<file path="config.mk">
export PLATFORM = sky130hd
export DESIGN_NAME = ball_renderer
export DESIGN_NICKNAME = d
export VERILOG_FILES = /design/src/rtl/hvsync_pkg.sv /design/src/rtl/bounce_axis.sv /design/src/rtl/ball_renderer.sv
export SDC_FILE = /design/constraint.sdc
export NUM_CORES = 1
export LEC_CHECK = 0
export ABC_AREA = 1
export CORE_MARGIN = 2
export CORE_UTILIZATION = 55
export DETAILED_ROUTE_END_ITERATION = 10
export GPL_TIMING_DRIVEN = 0
export PLACE_DENSITY = 0.81
export SLEW_MARGIN = 40
export SYNTH_ARGS = -nofsm -noshare
export SYNTH_HDL_FRONTEND = slang
export SYNTH_SLANG_ARGS = --single-unit
</file>
<file path="constraint.sdc">
create_clock -name clk -period 2.7 [get_ports clk]
set_input_delay 0.54 -clock clk [delete_from_list [all_inputs] [get_ports clk]]
set_output_delay 0.54 -clock clk [all_outputs]
set_load 0.01 [all_outputs]
</file>
<file path="src/rtl/hvsync_pkg.sv">
// Shared constants and types for the hvsync_generator pixel pipeline.
package hvsync_pkg;

  localparam int unsigned H_DISPLAY = 640;
  localparam int unsigned V_DISPLAY = 480;
  localparam int unsigned H_LEN     = 9;
  localparam int unsigned V_LEN     = 9;

  // Colour encoding is {b,g,r}
  localparam logic [2:0] COL_BLACK  = 3'b000;
  localparam logic [2:0] COL_BORDER = 3'b010;
  localparam logic [2:0] COL_BALL   = 3'b111;
  localparam logic [2:0] COL_BG     = 3'b100;

  typedef enum logic [1:0] {
    IDLE  = 2'd0,
    UPD_X = 2'd1,
    UPD_Y = 2'd2
  } ball_state_t;

endpackage

</file>
<file path="src/rtl/bounce_axis.sv">
// One axis of ball motion: position plus direction, bouncing between 0 and LIM.
module bounce_axis #(
  parameter int unsigned WIDTH = 10,
  parameter int unsigned LIM   = 624,
  parameter int unsigned SPEED = 2,
  parameter int unsigned START = 100
) (
  input  logic             clk,
  input  logic             reset,
  input  logic             step,
  output logic [WIDTH-1:0] pos,
  output logic             dir
);

  localparam logic [WIDTH-1:0] LimW   = WIDTH'(LIM);
  localparam logic [WIDTH-1:0] SpeedW = WIDTH'(SPEED);

  logic [WIDTH-1:0] pos_d;
  logic             dir_d;

  // Next position: clamp to the edge and flip direction when the step would reach it
  always_comb begin
    pos_d = pos;
    dir_d = dir;
    if (dir) begin
      if (pos + SpeedW >= LimW) begin
        pos_d = LimW;
        dir_d = 1'b0;
      end else begin
        pos_d = pos + SpeedW;
      end
    end else begin
      if (pos <= SpeedW) begin
        pos_d = '0;
        dir_d = 1'b1;
      end else begin
        pos_d = pos - SpeedW;
      end
    end
  end

  // Position/direction state, advanced only on step
  always_ff @(posedge clk or posedge reset) begin
    if (reset) begin
      pos <= WIDTH'(START);
      dir <= 1'b1;
    end else if (step) begin
      pos <= pos_d;
      dir <= dir_d;
    end
  end

endmodule

</file>
<file path="src/rtl/ball_renderer.sv">
// Draws a one-pixel border and a bouncing square ball; syncs delayed to match rgb.
module ball_renderer #(
  parameter int unsigned H_LEN     = hvsync_pkg::H_LEN,
  parameter int unsigned V_LEN     = hvsync_pkg::V_LEN,
  parameter int unsigned H_DISPLAY = hvsync_pkg::H_DISPLAY,
  parameter int unsigned V_DISPLAY = hvsync_pkg::V_DISPLAY,
  parameter int unsigned BALL_SIZE = 16,
  parameter int unsigned SPEED     = 2,
  parameter int unsigned START_X   = 100,
  parameter int unsigned START_Y   = 80
) (
  input  logic           clk,
  input  logic           reset,
  input  logic           hsync_in,
  input  logic           vsync_in,
  input  logic           display_on,
  input  logic [H_LEN:0] hpos,
  input  logic [V_LEN:0] vpos,
  input  logic           pause,
  output logic           hsync,
  output logic           vsync,
  output logic [2:0]     rgb
);

  import hvsync_pkg::*;

  localparam int unsigned HW = H_LEN + 1;
  localparam int unsigned VW = V_LEN + 1;

  localparam logic [HW-1:0] HLast = HW'(H_DISPLAY - 1);
  localparam logic [VW-1:0] VLast = VW'(V_DISPLAY - 1);
  localparam logic [VW-1:0] VTick = VW'(V_DISPLAY);
  localparam logic [HW-1:0] BallH = HW'(BALL_SIZE);
  localparam logic [VW-1:0] BallV = VW'(BALL_SIZE);

  ball_state_t   state_q, state_d;
  logic          armed_q;
  logic          tick, accept;
  logic [HW-1:0] ball_x;
  logic [VW-1:0] ball_y;
  logic          dir_x, dir_y;
  logic          border, hit;
  logic [2:0]    rgb_d;

  // First blanking line, column 0; armed_q masks a tick on the cycle reset releases
  always_comb begin
    tick   = (vpos == VTick) && (hpos == '0);
    accept = tick && !pause && armed_q && (state_q == IDLE);
  end

  // Goes high one cycle after reset deasserts
  always_ff @(posedge clk or posedge reset) begin
    if (reset) armed_q <= 1'b0;
    else       armed_q <= 1'b1;
  end

  // Update sequencer: x then y, once per accepted tick
  always_comb begin
    state_d = state_q;
    unique case (state_q)
      IDLE:    if (accept) state_d = UPD_X;
      UPD_X:   state_d = UPD_Y;
      UPD_Y:   state_d = IDLE;
      default: state_d = IDLE;
    endcase
  end

  // FSM state register
  always_ff @(posedge clk or posedge reset) begin
    if (reset) state_q <= IDLE;
    else       state_q <= state_d;
  end

  bounce_axis #(
    .WIDTH (HW),
    .LIM   (H_DISPLAY - BALL_SIZE),
    .SPEED (SPEED),
    .START (START_X)
  ) u_axis_x (
    .clk   (clk),
    .reset (reset),
    .step  (state_q == UPD_X),
    .pos   (ball_x),
    .dir   (dir_x)
  );

  bounce_axis #(
    .WIDTH (VW),
    .LIM   (V_DISPLAY - BALL_SIZE),
    .SPEED (SPEED),
    .START (START_Y)
  ) u_axis_y (
    .clk   (clk),
    .reset (reset),
    .step  (state_q == UPD_Y),
    .pos   (ball_y),
    .dir   (dir_y)
  );

  // Pixel classification; border wins over ball
  always_comb begin
    border = (hpos == '0) || (hpos == HLast) || (vpos == '0) || (vpos == VLast);
    hit    = (hpos >= ball_x) && (hpos < ball_x + BallH) &&
             (vpos >= ball_y) && (vpos < ball_y + BallV);
    if (!display_on)  rgb_d = COL_BLACK;
    else if (border)  rgb_d = COL_BORDER;
    else if (hit)     rgb_d = COL_BALL;
    else              rgb_d = COL_BG;
  end

  // Output registers keep rgb and syncs aligned at the pins
  always_ff @(posedge clk or posedge reset) begin
    if (reset) begin
      rgb   <= COL_BLACK;
      hsync <= 1'b0;
      vsync <= 1'b0;
    end else begin
      rgb   <= rgb_d;
      hsync <= hsync_in;
      vsync <= vsync_in;
    end
  end

endmodule

</file>
---- Word level (Yosys, flattened, before mapping) ----
Index checks and enable logic that the tools add are counted.
word-level totals
  register bits after elaboration ......... 30
  input port bits ......................... 26
  output and inout bits ................... 5
  word-level logic and storage cells ...... 60
operators by class
  $add $sub $neg .......................... 6
  magnitude comparators ................... 8
  equality and inequality tests ........... 6
  muxes and demuxes ....................... 17
  reductions and logical operators ........ 14
operator list
  operator                                                                            count
  10-bit two-way mux                                                                  6
  10-bit by 2-bit adder with 10-bit output (second input constant)                    2
  10-bit by 5-bit adder with 10-bit output (second input constant)                    2
  10-bit by 9-bit == test with 1-bit output (second input constant)                   2
  10-bit >= comparator                                                                2
  10-bit by 2-bit less-or-equal comparator with 1-bit output (second input constant)  2
  10-bit zero test                                                                    2
  10-bit < comparator                                                                 2
  10-bit by 2-bit subtractor with 10-bit output (second input constant)               2
  10-bit == test (second input constant)                                              1
  10-bit >= comparator (second input constant)                                        1
  10-bit by 9-bit >= comparator with 1-bit output (second input constant)             1
  1-bit logical AND                                                                   7
  1-bit two-way mux                                                                   6
  3-bit two-way mux                                                                   2
  2-bit two-way mux                                                                   2
  2-bit case mux with 2 select lines                                                  1
  1-bit logical OR                                                                    3
  2-bit by 1-bit == test with 1-bit output (second input constant)                    1
  2-bit == test (second input constant)                                               1
  2-bit zero test                                                                     1
  2-bit inequality test (second input constant)                                       1
  1-bit zero test                                                                     1

---- Depth between registers and ports, before layout ----
Gate-level depths: netlist (run 1).
  word-level depth ........................ 8
  gate-level depth with buffers ........... 14
  mapped depth without buffers ............ 13

---- Cells and area by module ----
From an unflattened synthesis (run 1), not the netlist that was laid out.
unflattened totals
  cells, all modules ...................... 509
  area, all modules ....................... 3,363.2 um2
by module, submodules not included
  module                   instances  cells each  area each (um2)  seq. area each (um2)
  ball_renderer            1          218         1,416.4          200.2
  bounce_axis at u_axis_y  1          149         1,016.0          254.0
  bounce_axis at u_axis_x  1          142         930.9            255.2

---- Worst setup path after synthesis (run 1) ----
Ideal clock, no wire load.
  path type ............................... reg2reg
  start ................................... register u_axis_y.pos[6]
  end ..................................... register rgb[0]
  library setup time ...................... 86 ps
  arrival time ............................ 1,993 ps
  required time ........................... 2,614 ps
  path slack .............................. 621 ps
  stages on the path, launching flop included .. 13
  buffers on the path ..................... 1
  period minus slack after synthesis ...... 2,079 ps
  path through ............................ dfstp_2 buf_4 nand2_1 nor3_2 nand2_1 xor2_1 ha_1 a21o_1 a21oi_1 nand2_1 nor2_1 nand4_1 nor3_1
on the way
  longest elaborated chain between the ends .. 6
  elaborated cells between the ends (all ways) .. 8
  classes of those cells .................. add/sub: 1; order compare: 2; mux: 3; reduce/logical: 2
RTL lines
  what                                                                                     RTL line                                    text
  from (decl)                                                                              bounce_axis.sv:11                           output logic [WIDTH-1:0] pos,
  from (signal assigned)                                                                   bounce_axis.sv:45                           pos <= WIDTH'(START);
  from (signal assigned)                                                                   bounce_axis.sv:48                           pos <= pos_d;
  10-bit by 5-bit adder with 10-bit output / 10-bit >= comparator (equally long branches)  ball_renderer.sv:104                        (vpos >= ball_y) && (vpos < ball_y + BallV);
  10-bit < comparator / 1-bit logical AND (equally long branches)                          ball_renderer.sv:104, ball_renderer.sv:103
  1-bit logical AND (*)                                                                    ball_renderer.sv:104
  2-bit two-way mux (*)                                                                    ball_renderer.sv:107                        else if (hit) rgb_d = COL_BALL;
  3-bit two-way mux (*)                                                                    ball_renderer.sv:106                        else if (border) rgb_d = COL_BORDER;
  3-bit two-way mux (*)                                                                    ball_renderer.sv:105                        if (!display_on) rgb_d = COL_BLACK;
  net rgb_d[0]                                                                             ball_renderer.sv:43                         logic [2:0] rgb_d;
  to (signal assigned)                                                                     ball_renderer.sv:118                        rgb <= rgb_d;
  to (decl)                                                                                ball_renderer.sv:22                         output logic [2:0] rgb
Mark *: on every way through the listed nets, which the timed path passes. The rest lies on a longest branch.
A chain may end at the register's enable or synchronous reset.

---- Worst setup path after layout (run 1) ----
Same ends and word-level chain as after synthesis.

==> results.py, run 1 <==
metrics = {
    "outcome": {
        "status": "complete, no violations",
    },
    "layout": {
        "utilization": 0.659,
        "drive_above_1_share": 0.125,
        "area_delta_synth_final_pct": 14.3,
        "antenna_cells": 0,
        "num-nets-final": 587,
    },
    "timing": {
        "final-setup-viol-count": 0,
        "relSlewSlack": 0.586,
        "period_needed_ns": 2.44,
        "hold_viol_final": 0,
        "tightest_slew_ns": 0.620,
        "max_freq_mhz": 409,
        "rsz0062_at_grt": "no",
        "finalCritPeriodShare": 0.905,
        "fin_skew_ns": 0.00465,
        "setup_tns_ns": 0,
        "drv_slew": 0,
    },
    "setup_path": {
        "crit_fanout": 9,
        "cp_num_buf_inv": 1,
        "cpPeakStageDelay_ns": 0.53,
        "crit_start": "u_axis_y.pos[6]",
        "cp_cell_sequence": "buf_4, nand2_1, nor3_2, nand2_1, xor2_1, ha_1, a21o_1, a21oi_1, nand2_1, nor2_1, nand4_1, nor3_1",
        "r2r_cells": 12,
        "reg2reg_slack_ns": 0.26,
        "crit_end": "rgb[0]",
        "crit_path_end_kind": "flip-flop",
        "crit_family": "simple AND/OR/NAND/NOR gates",
        "r2r-start": "u_axis_y.pos[6]",
        "cp_common_cell": "nand2_1",
        "arrival_ns": 2.65,
        "cp.required_ns": 2.90,
        "cp-start-kind": "flip-flop",
        "criticalPathCategory": "reg -> reg",
        "crit_cells": 12,
        "worstReg2RegEnd": "rgb[0]",
        "cp_slowest_cell": "dfstp_2",
    },
    "clock_tree": {
        "cts_resized": 0,
        "htree_levels": 1,
        "clk_latency_ns": 0.28,
        "postCtsSetupBuffers": 0,
        "cts_buffers": 3,
        "cts_sinks": 28,
        "cts_root_buf": "clkbuf_8",
        "clkTransAtPathRegs_ns": 0.11,
        "clock_path_buffers": 2,
        "hold_buffers": 0,
        "cts_tree": "built",
    },
    "yosys": {
        "yosys_warnings": 0,
        "post_synth_inst_count": 486,
        "synth.top_cell.area_share": 0.162,
        "synth.distinct_cells": 35,
        "synth_area_um2": 3230,
        "syn_nets": 552,
        "synth_area_leaders": "dfrtp_1 16%, ha_1 15%, nand2_1 14%",
        "synth.avg_cell_area_um2": 6.66,
        "yosys.area.top_type": "dfrtp_1",
        "ys_seq_area_frac": 0.219,
        "synth_seq_cells": 28,
    },
    "route": {
        "drt_pass1_iterations": 5,
        "via_count": 3327,
        "via_per_inst": 5.62,
        "drc": 0,
        "drt-total-wl_mm": 7.93,
        "antenna_left": 0,
        "first_iter_violations": 253,
        "wl_per_cell_um": 13.4,
    },
    "placement": {
        "io_buffers": 30,
        "routabilityCongestion": 0.939,
        "place_hpwl_mm": 6.27,
    },
    "global_route": {
        "grt_pass1_vias": 3076,
        "grt_overflow": 0,
        "grt_max_degree": 29,
        "grt_pass1_wl_mm": 13.6,
        "antenna_found_initial": 0,
        "track_usage": 0.261,
    },
    "power_and_ir_drop": {
        "ir_worst_vdd_mv": 0.184,
        "p_per_area_nw_per_um2": 247,
        "cellLeakagePower_nw": 1.85,
    },
    "floorplanning": {
        "core_um2": 5610,
        "num_io_pins": 31,
        "die_w_um": 80.7,
        "core.rowCount": 27,
        "initial_core_util": 0.577,
        "die_area_um2": 6510,
        "die_h_um": 80.7,
    },
    "run": {
        "drv_cap": 0,
    },
    "min_path": {
        "hold_path_class": "reg -> reg",
    },
}
[cell families after synthesis]
group                      synth area share
AOI/OAI and AO/OA                    0.0944
buffers and inverters                0.0983
DFF                                   0.219
other                               0.00116
adders and majority gates             0.155
xor gates and xnor gates             0.0379
and+or+nand+nor                       0.394
[worst reg2reg max path, stage by stage (launching register included)]
cell and delay, ns:
dfstp_2 0.53, buf_4 0.15, nand2_1 0.13, nor3_2 0.22, nand2_1 0.10, xor2_1 0.15
ha_1 0.30, a21o_1 0.21, a21oi_1 0.12, nand2_1 0.06, nor2_1 0.11, nand4_1 0.12
nor3_1 0.16
[synthesized netlist by cell type]
master and number:
nor2_1 63, nor2_4 6, xnor2_1 1, nor3_1 8, nand3b_1 1, a31oi_1 2, dfstp_2 7, conb_1 1
a22oi_2 1, a21o_1 5, dfrtp_1 21, a21oi_2 1, nor2_2 3, buf_6 2, buf_2 5, buf_4 1
nand4_1 16, nand2_4 2, a21oi_1 25, inv_1 58, nand4_2 1, xor2_1 13, o21ai_2 3, or2_0 1
nand3_2 8, o21ai_0 10, inv_2 11, nand2_2 7, nor3_2 2, o21ai_1 5, ha_1 40, nand3_1 33
clkbuf_1 1, o211ai_1 1, nand2_1 121
[how the worst min path moves through the flow]
stage | slack, ns | from | cells past startpoint | endpoint
2_1_floorplan | 0.41 | state_q[1] | 1 | state_q[0]
5_1_grt | 0.48 | state_q[1] | 1 | state_q[0]
3_5_place_dp | 0.42 | state_q[1] | 1 | state_q[0]
4_1_cts | 0.44 | state_q[1] | 1 | state_q[0]
3_3_place_gp | 0.42 | state_q[1] | 1 | state_q[0]
6_report | 0.43 | state_q[1] | 1 | state_q[0]
[cell type report]
| cell class | count | area, um2 |
|---|---|---|
| multi-input cells | 380 | 2210 |
| fillers | 510 | 1910 |
| flip-flops and latches | 28 | 709 |
| repair buffers | 30 | 300 |
| inverters | 69 | 259 |
| well taps | 72 | 90.1 |
| plain buffers | 9 | 58.8 |
| clock buffers | 3 | 41.3 |
| clock inverters | 1 | 30.0 |
[stage by stage]
step / cells / total power, mW / hold slack (ns) / instance area [um2] / worst slack (ns)
final: 592 / 0.913 / 0.433 / 3700 / 0.256
after global routing: 592 / 0.958 / 0.480 / 3700 / 0.0171
after CTS: 592 / 0.927 / 0.437 / 3700 / 0.245
after detailed placement: 588 / 0.574 / 0.421 / 3620 / 0.281
after global placement: 588 / 0.567 / 0.416 / 3620 / 0.354
after floorplan: 486 / 0.501 / 0.406 / 3230 / 0.621
[layout by cell type, fill, tap and decap left out, drive strengths merged, types with 17 or more instances in the layout]
cell,netlist,final
dfrtp,21,21
nand3,41,41
clkdlybuf4s50,0,30
inv,69,69
a21oi,26,26
nor2,72,72
nand4,17,17
ha,40,40
o21ai,18,18
nand2,130,130
[where the power goes]
group          total [mW]  internal (mW)  switching, mW  leakage [nW]
clock               0.348          0.199          0.149        0.0357
combinational       0.141         0.0696         0.0715          1.45
sequential          0.424          0.423       0.000926         0.356
[registers in the layout (all words and copies together), names as in the netlist]
signal        cells
rgb               3
u_axis_y.pos      9
state_q           2
u_axis_x.dir      1
armed_q           1
u_axis_x.pos      9
hsync             1
u_axis_y.dir      1
vsync             1
[metal layers]
metal  vias up  track usage  routed length, um
met5         -            0                  0
met4         0       0.0627                102
met3        11       0.0326                493
met2       121        0.447               3750
met1      1552        0.348               3580
li1       1643            -                  -
Power figures use the tool's default switching activity.
==> run 2: changes to the inputs <==
- CORE_ASPECT_RATIO: unset -> 0.6
- SYNTH_HIERARCHICAL: unset -> 1
==> run 2 against run 1 <==
  * Routed wire length is 3.5% higher
  * Via count is 1.9% lower
  * Non-clock buffer count is 4 higher
  * Sequential power hardly changed
  * Sequential cell count stayed put
  * Clock skew hardly changed
  * Maximum frequency is 6.8% higher
  * Sequential share of layout area is 0.72 points lower
  * Die area is 4.1% higher
  * Utilization is 1.9 points lower
  * Critical endpoint is now rgb[1]
  * Highest routed layer unchanged
==> results.py, run 2 <==
metrics = {
    "setup_path": {
        "arrival_ns": 2.50,
        "cp_slowest_cell": "dfstp_2",
        "cp.required_ns": 2.91,
        "cp_cell_sequence": "nand3_1, nor3_1, xor2_1, ha_1, a21o_1, nor2_1, nand2_1, nor2_1, nand4_1, a21oi_2",
        "crit_cells": 10,
        "reg2reg_slack_ns": 0.41,
        "crit_fanout": 9,
        "worstReg2RegEnd": "rgb[1]",
        "crit_start": "u_axis_x/pos[5]",
        "cp-start-kind": "flip-flop",
        "r2r-start": "u_axis_x/pos[5]",
        "criticalPathCategory": "reg -> reg",
        "cp_common_cell": "nor2_1",
        "crit_end": "rgb[1]",
        "r2r_cells": 10,
        "crit_family": "simple AND/OR/NAND/NOR gates",
        "crit_path_end_kind": "flip-flop",
        "cpPeakStageDelay_ns": 0.65,
        "cp_num_buf_inv": 0,
    },
    "run": {
        "drv_cap": 0,
    },
    "layout": {
        "final_common_cell": "nand2_1",
        "top_regs": "u_axis_x/pos x9, u_axis_y/pos x9, rgb x3",
        "multi_input_area_um2": 2230,
        "utilization": 0.640,
        "antenna_cells": 0,
        "drive_above_1_share": 0.105,
        "mostFrequentLayoutCells": "125 x nand2_1, 77 x inv_1, 59 x nor2_1",
        "seq_area_um2": 709,
        "area_delta_synth_final_pct": 14.2,
        "num-nets-final": 610,
        "fill_cells": 568,
        "final_cells": 627,
    },
    "timing": {
        "finalCritPeriodShare": 0.848,
        "fin_skew_ns": 0.00472,
        "drv_slew": 0,
        "rsz0062_at_grt": "no",
        "final-setup-viol-count": 0,
        "hold_viol_final": 0,
        "period_needed_ns": 2.29,
        "setup_tns_ns": 0,
        "max_freq_mhz": 437,
    },
    "yosys": {
        "post_synth_inst_count": 509,
        "synth-edff-count": 0,
        "synth.top_cell.area_share": 0.156,
        "synth.distinct_cells": 40,
        "synth_seq_cells": 28,
        "syn_nets": 575,
        "synth.avg_cell_area_um2": 6.61,
        "async_flop_share": 1.00,
        "synth_area_um2": 3360,
        "synth_most_common_cell": "nand2_1",
        "synth_ff_type": "dfrtp_1",
        "yosys.area.top_type": "dfrtp_1",
        "yosys_warnings": 6,
        "synth_area_leaders": "dfrtp_1 16%, ha_1 15%, nand2_1 14%",
        "yosys-top-cells-count": "125 x nand2_1, 77 x inv_1, 59 x nor2_1, 40 x ha_1, 34 x nand3_1",
        "ys_seq_area_frac": 0.211,
    },
    "power_and_ir_drop": {
        "p_per_area_nw_per_um2": 239,
        "power_mw": 0.916,
        "cellLeakagePower_nw": 1.93,
        "ir_worst_vdd_mv": 0.311,
    },
    "clock_tree": {
        "clk_latency_ns": 0.28,
        "cts_sinks": 28,
        "hold_buffers": 0,
        "cts_resized": 0,
        "clkTransAtPathRegs_ns": 0.10,
        "postCtsSetupBuffers": 0,
        "htree_levels": 1,
        "cts_root_buf": "clkbuf_8",
        "cts_buffers": 3,
        "cts_tree": "built",
        "clock_path_buffers": 2,
    },
    "floorplanning": {
        "core.rowCount": 22,
        "initial_core_util": 0.560,
        "die_area_um2": 6780,
        "num_io_pins": 31,
        "die_w_um": 105,
        "core_um2": 6000,
        "die_h_um": 64.6,
    },
    "route": {
        "via_count": 3263,
        "antenna_left": 0,
        "drc": 0,
        "via_per_inst": 5.20,
        "drt_pass1_iterations": 5,
        "drt-total-wl_mm": 8.20,
        "wl_per_cell_um": 13.1,
        "first_iter_violations": 256,
    },
    "global_route": {
        "antenna_found_initial": 0,
        "track_usage": 0.255,
        "grt_pass1_wl_mm": 14.2,
        "grt_pass1_vias": 3162,
        "grt_max_degree": 17,
        "grt_overflow": 0,
    },
    "min_path": {
        "hold_path_class": "reg -> reg",
    },
    "placement": {
        "placedCellCount": 623,
        "io_buffers": 30,
        "place_hpwl_mm": 6.67,
        "routabilityCongestion": 0.947,
    },
    "outcome": {
        "status": "complete, no violations",
    },
}
run 2: cell types whose count changed in the layout (fill, tap and decap cells not counted), sizes merged, moves of 3 or more:
cell    before  now
inv         69   83
buf          8   11
nand3b       1    5
xor2        13   17
clkinv       0    3
o21ai       18    9
run 2: worst register-to-register path, stage by stage (launching register included):
cell	delay, ns
dfstp_2	0.65
nand3_1	0.14
nor3_1	0.22
xor2_1	0.19
ha_1	0.26
a21o_1	0.18
nor2_1	0.10
nand2_1	0.06
nor2_1	0.10
nand4_1	0.17
a21oi_2	0.15
run 2: report_power, final:
group / switching (mW) / internal [mW] / total [mW]
Clock: 0.140 / 0.199 / 0.338
Combinational: 0.0782 / 0.0752 / 0.153
Sequential: 0.00142 / 0.423 / 0.425
run 2: how the worst min path moves through the flow:
stage	from	slack (ns)	cells past startpoint	endpoint
finish	state_q[1]	0.49	1	state_q[1]
global route	state_q[1]	0.51	1	state_q[1]
CTS	state_q[1]	0.49	1	state_q[1]
detailed placement	state_q[1]	0.48	1	state_q[1]
global placement	state_q[0]	0.45	1	state_q[0]
floorplan	reset	0.36	1	armed_q
run 2: metrics by stage:
| stage | area (um2) | hold slack, ns | setup slack (ns) |
|---|---|---|---|
| 3_3_place_gp | 3770 | 0.455 | 0.514 |
| 3_5_place_dp | 3770 | 0.476 | 0.422 |
| 6_report | 3840 | 0.492 | 0.411 |
| 5_1_grt | 3840 | 0.511 | 0.197 |
| 2_1_floorplan | 3360 | 0.356 | 0.726 |
| 4_1_cts | 3840 | 0.490 | 0.398 |
run 2: layer usage:
metal,vias up,routed length [um],track usage
met5,-,0,0
met4,0,76,0.0433
met3,8,457,0.0332
li1,1677,-,-
met2,104,3410,0.405
met1,1474,4260,0.375
run 2: cell type report:
cell class,instances,area share
flip-flops and latches,28,0.185
well taps,84,0.0274
clock inverters,1,0.00782
plain buffers,13,0.0251
repair buffers,30,0.0782
multi-input cells,382,0.582
inverters,86,0.0841
clock buffers,3,0.0108
run 2: cells by family after synthesis:
logic type / count (synthesis) / synth area share
buffers and inverters: 99 / 0.125
XOR/XNOR: 20 / 0.0543
adder cells (fa/ha/maj): 40 / 0.149
AO/OA/AOI/OAI: 46 / 0.0781
AND/OR/NAND/NOR: 273 / 0.380
flip-flops: 28 / 0.211
other: 3 / 0.00335
